$ cat config.mk
export PLATFORM = sky130hd
export DESIGN_NAME = seq_divider_32
export DESIGN_NICKNAME = d
export VERILOG_FILES = /design/src/rtl/seq_divider_32.sv
export SDC_FILE = /design/constraint.sdc
export NUM_CORES = 1
export LEC_CHECK = 0
export CAP_MARGIN = 20
export CORE_UTILIZATION = 52
export CTS_CLUSTER_SIZE = 24
export DETAILED_ROUTE_END_ITERATION = 10
export PLACE_DENSITY = 0.79
export SYNTH_ARGS = -nofsm -noshare
export SYNTH_HDL_FRONTEND = slang
export SYNTH_SLANG_ARGS = --single-unit
$ cat constraint.sdc
create_clock -name clk -period 7.04 [get_ports clk]
set_input_delay 2.112 -clock clk [delete_from_list [all_inputs] [get_ports clk]]
set_output_delay 2.112 -clock clk [all_outputs]
set_load 0.01 [all_outputs]
$ cat src/rtl/seq_divider_32.sv
// 32-bit sequential restoring divider, signed or unsigned, one quotient bit per cycle.
// Operands are reduced to magnitudes on accept and the sign is restored when the result is loaded.
module seq_divider_32 (
  input  logic        clk,
  input  logic        rst,
  input  logic        start,
  input  logic        is_signed,
  input  logic [31:0] dividend,
  input  logic [31:0] divisor,
  output logic [31:0] quotient,
  output logic [31:0] remainder,
  output logic        busy,
  output logic        done,
  output logic        div_by_zero
);

  typedef enum logic [1:0] {IDLE, RUN, DONE} state_t;

  state_t      state, state_next;
  logic [31:0] dvd_q, dvs_q, rem_q;
  logic [4:0]  count;
  logic        q_neg, r_neg;

  logic        dividend_neg, divisor_neg;
  logic [31:0] dividend_mag, divisor_mag;
  logic [32:0] shifted, diff;
  logic        q_bit;
  logic [31:0] rem_step, quo_step;
  logic        last_step;

  always_comb begin
    dividend_neg = is_signed & dividend[31];
    divisor_neg  = is_signed & divisor[31];
    dividend_mag = dividend_neg ? 32'd0 - dividend : dividend;
    divisor_mag  = divisor_neg  ? 32'd0 - divisor  : divisor;
  end

  // One restoring step; the dividend register doubles as the quotient shift register.
  always_comb begin
    shifted   = {rem_q, dvd_q[31]};
    diff      = shifted - {1'b0, dvs_q};
    q_bit     = ~diff[32];
    rem_step  = q_bit ? diff[31:0] : shifted[31:0];
    quo_step  = {dvd_q[30:0], q_bit};
    last_step = (count == 5'd31);
  end

  always_ff @(posedge clk or posedge rst) begin
    if (rst) state <= IDLE;
    else     state <= state_next;
  end

  always_comb begin
    state_next = state;
    case (state)
      IDLE:    if (start) state_next = (divisor == '0) ? DONE : RUN;
      RUN:     if (last_step) state_next = DONE;
      DONE:    state_next = IDLE;
      default: state_next = IDLE;
    endcase
  end

  always_ff @(posedge clk or posedge rst) begin
    if (rst) begin
      dvd_q       <= '0;
      dvs_q       <= '0;
      rem_q       <= '0;
      count       <= '0;
      q_neg       <= 1'b0;
      r_neg       <= 1'b0;
      quotient    <= '0;
      remainder   <= '0;
      div_by_zero <= 1'b0;
    end else begin
      case (state)
        IDLE: begin
          if (start) begin
            if (divisor == '0) begin
              quotient    <= '1;
              remainder   <= dividend;
              div_by_zero <= 1'b1;
            end else begin
              dvd_q       <= dividend_mag;
              dvs_q       <= divisor_mag;
              rem_q       <= '0;
              count       <= '0;
              q_neg       <= dividend_neg ^ divisor_neg;
              r_neg       <= dividend_neg;
              div_by_zero <= 1'b0;
            end
          end
        end
        RUN: begin
          dvd_q <= quo_step;
          rem_q <= rem_step;
          count <= count + 5'd1;
          if (last_step) begin
            quotient  <= q_neg ? 32'd0 - quo_step : quo_step;
            remainder <= r_neg ? 32'd0 - rem_step : rem_step;
          end
        end
        default: ;
      endcase
    end
  end

  assign busy = (state == RUN);
  assign done = (state == DONE);

endmodule
==> out/metrics.yaml <==
status: "complete, no violations"
grt_pass1_wl_mm: 55.8
grt_overflow_total: 0
multiInputGateArea_um2: 7680
layoutNonFillerInstCount: 1994
ctsResizeCount: 0
clkTransAtPathRegs_ps: 70
ys_types: 86
antenna_found_initial: 2
filler_cell_count: 2068
fp-row-count: 56
total_power_mw: 8.76
drive_gt1_share_pct: 5.79
fin_setup_tns_ps: 0
die_height_um: 158
insertion_delay_ps: 440
synth_warnings: 0
hold_violations: 0
fin_skew_ps: 12.8
fmaxAchievable_mhz: 175
antenna_cells: 0
dp.cells: 1963
cts-root-buf: "clkbuf_16"
dieArea_um2: 24800
track_usage_pct: 28.3
critPathKind: "input pin to flip-flop"
vias: 12000
stdcell_area_um2: 14600
crit_fanout: 48
cts_tree: "yes"
synth-main-ff-cell: "dfrtp_1"
r2r_slack_ps: 1540
grt_use_met3_pct: 3.83
seq_area_frac_synth_pct: 33.8
grt_start_max_net_pins: 103
initial_utilization_pct: 53.3
drv_slew: 0
vdd_drop_max_mv: 0.264
met2_usage_pct: 46.5
cp-end-kind: "flip-flop"
crit_required_ps: 7400
synth_cells: 1585
synth_top_area_share_pct: 33.8
core_um2: 23600
cts_hold_buf: 0
drc_errors: 0
avgSynthCellArea_um2: 7.94
timing.final.ws_setup_ps: 1320
clk_path_buf_depth: 2
hpwl_mm: 25.4
synth_fp_nets: 1692
viasPerCell: 6.00
finalSetupViolCount: 0
areaGrowthSynthToFinish_pct: 15.9
dr.pass1.iters: 7
io_buffers: 134
die_w_um: 158
fin_crit_sh_pct: 81.2
hold_class: "flip-flop to flip-flop"
nets: 1770
post_cts_buffers: 0
cp_data_arrival_time_ps: 6070
wl_per_cell_um: 17.1
maxCapViolCount: 0
p_per_area_nw_per_um2: 601
seq_area_um2: 4250
drtIter0Drc: 1069
place_area_um2: 14000
grt_pass1_vias: 11000
slew_headroom_pct: 35.3
cts_num_sinks: 170
cts_htree_levels: 4
met1_usage_pct: 38.9
p_leak_nw: 5.95
synth_edf_count: 0
grt_setup_unrepaired: "false"
period_minus_slack_ps: 5720
synth_area_um2: 12600
drtAntennaViolNets: 0
cts_buffers: 17
startpoint_type: "input pin"
busiest_layer: "met2"
place_congestion: 0.907
ys_ff_latch: 170
synth_top_cell_by_area: "dfrtp_1"
ys_top_cells_by_area: "dfrtp_1, a21oi_1, o21ai_0, xor2_1, nand2_1"
routed_wl_mm: 34.1
synthArstFlopShare_pct: 100
tightest_slew_ps: 970
place_ws_ps: 919
io_pins: 135
==> cell type report <==
class	instances	area share, %
Clock buffer	18	3.01
Clock inverter	13	0.943
Inverter	60	1.58
Multi-Input combinational cell	1266	52.7
Sequential cell	170	29.2
Tap cell	319	2.74
Timing Repair Buffer	148	9.91
==> worst max-delay path: stages <==
cell	delay, ps
clkdlybuf4s50_1	460
nor4_2	380
nand3b_1	230
nor3_4	340
nand4_1	220
or4_4	530
nor3b_2	200
a21oi_1	50
or2_4	420
inv_2	660
buf_4	280
nor2_1	50
a21oi_1	120
==> registers in the layout, indices dropped and copies added (netlist names) <==
signal,count
q_neg,1
remainder,32
div_by_zero,1
rem_q,32
dvd_q,32
state,2
count,5
r_neg,1
dvs_q,32
quotient,32
==> cells by family after synthesis <==
family / count (synthesis) / share of synthesized area [%]
buffers and inverters: 149 / 5.28
DFF: 170 / 33.8
AOI/OAI and AO/OA: 476 / 22.9
and+or+nand+nor: 597 / 23.1
adders and majority gates: 39 / 3.94
muxes: 25 / 2.00
xor gates and xnor gates: 129 / 8.98
==> cell usage in the layout, fill, tap and decap left out, drive strengths merged, types with 8 or more instances in the layout <==
| cell | netlist | routed |
|---|---|---|
| nand3b | 8 | 8 |
| xnor2 | 53 | 53 |
| or4 | 14 | 14 |
| mux2i | 24 | 24 |
| xor2 | 76 | 76 |
| a211oi | 15 | 15 |
| o211ai | 12 | 12 |
| nor2 | 175 | 175 |
| nor4 | 19 | 19 |
| or3 | 19 | 19 |
| and3 | 19 | 19 |
| nand3 | 57 | 57 |
| o31ai | 28 | 28 |
| nand2 | 172 | 172 |
| clkdlybuf4s50 | 0 | 134 |
| a21oi | 164 | 164 |
| a31oi | 22 | 22 |
| dfrtp | 170 | 170 |
| nand2b | 14 | 14 |
| o21ai | 161 | 161 |
| ha | 38 | 38 |
| inv | 60 | 66 |
| o41ai | 10 | 10 |
| buf | 44 | 14 |
| or2 | 8 | 8 |
| clkbuf | 45 | 18 |
| nor3 | 50 | 50 |
| nand4 | 13 | 13 |
| a21o | 12 | 12 |
==> per-stage QoR <==
step           util [%]  hold slack (ps)
2_1_floorplan         -              485
3_3_place_gp       59.3              465
3_5_place_dp       59.3              477
4_1_cts            61.8              493
5_1_grt            61.8              522
6_report           61.8              488
==> report_power, final <==
part | internal [mW] | switching (mW)
registers | 1.47 | 0.496
clock network | 0.506 | 0.434
logic | 2.33 | 3.52
total | 4.31 | 4.45
==> cells in the mapped netlist (all sizes together) (28+ instances only) <==
master,number
nand2,172
o31ai,28
nand3,57
o21ai,161
xor2,76
dfrtp,170
a21oi,164
xnor2,53
inv,60
nor2,175
clkbuf,45
nor3,50
buf,44
ha,38
==> path summary, 6_finish.rpt <==
check,depth (start not counted),startpoint,endpoint
worst max-delay path,13,divisor[4],quotient[16]
worst min-delay path,2,remainder[3],remainder[3]
worst max register to register,23,dvd_q[31],remainder[20]
worst min register to register,2,remainder[3],remainder[3]
max in group asynchronous,3,rst,dvs_q[14]
min in group asynchronous,2,rst,quotient[0]
==> metal layers <==
| layer | share of wire, % | wire (um) | vias up |
|---|---|---|---|
| met1 | 45 | 15300 | 5620 |
| met2 | 46 | 15900 | 476 |
| met5 | 0.035 | 12 | - |
| met4 | 1.9 | 655 | 2 |
| li1 | - | - | 5812 |
| met3 | 6.9 | 2340 | 56 |
Power figures use the tool's default switching activity.
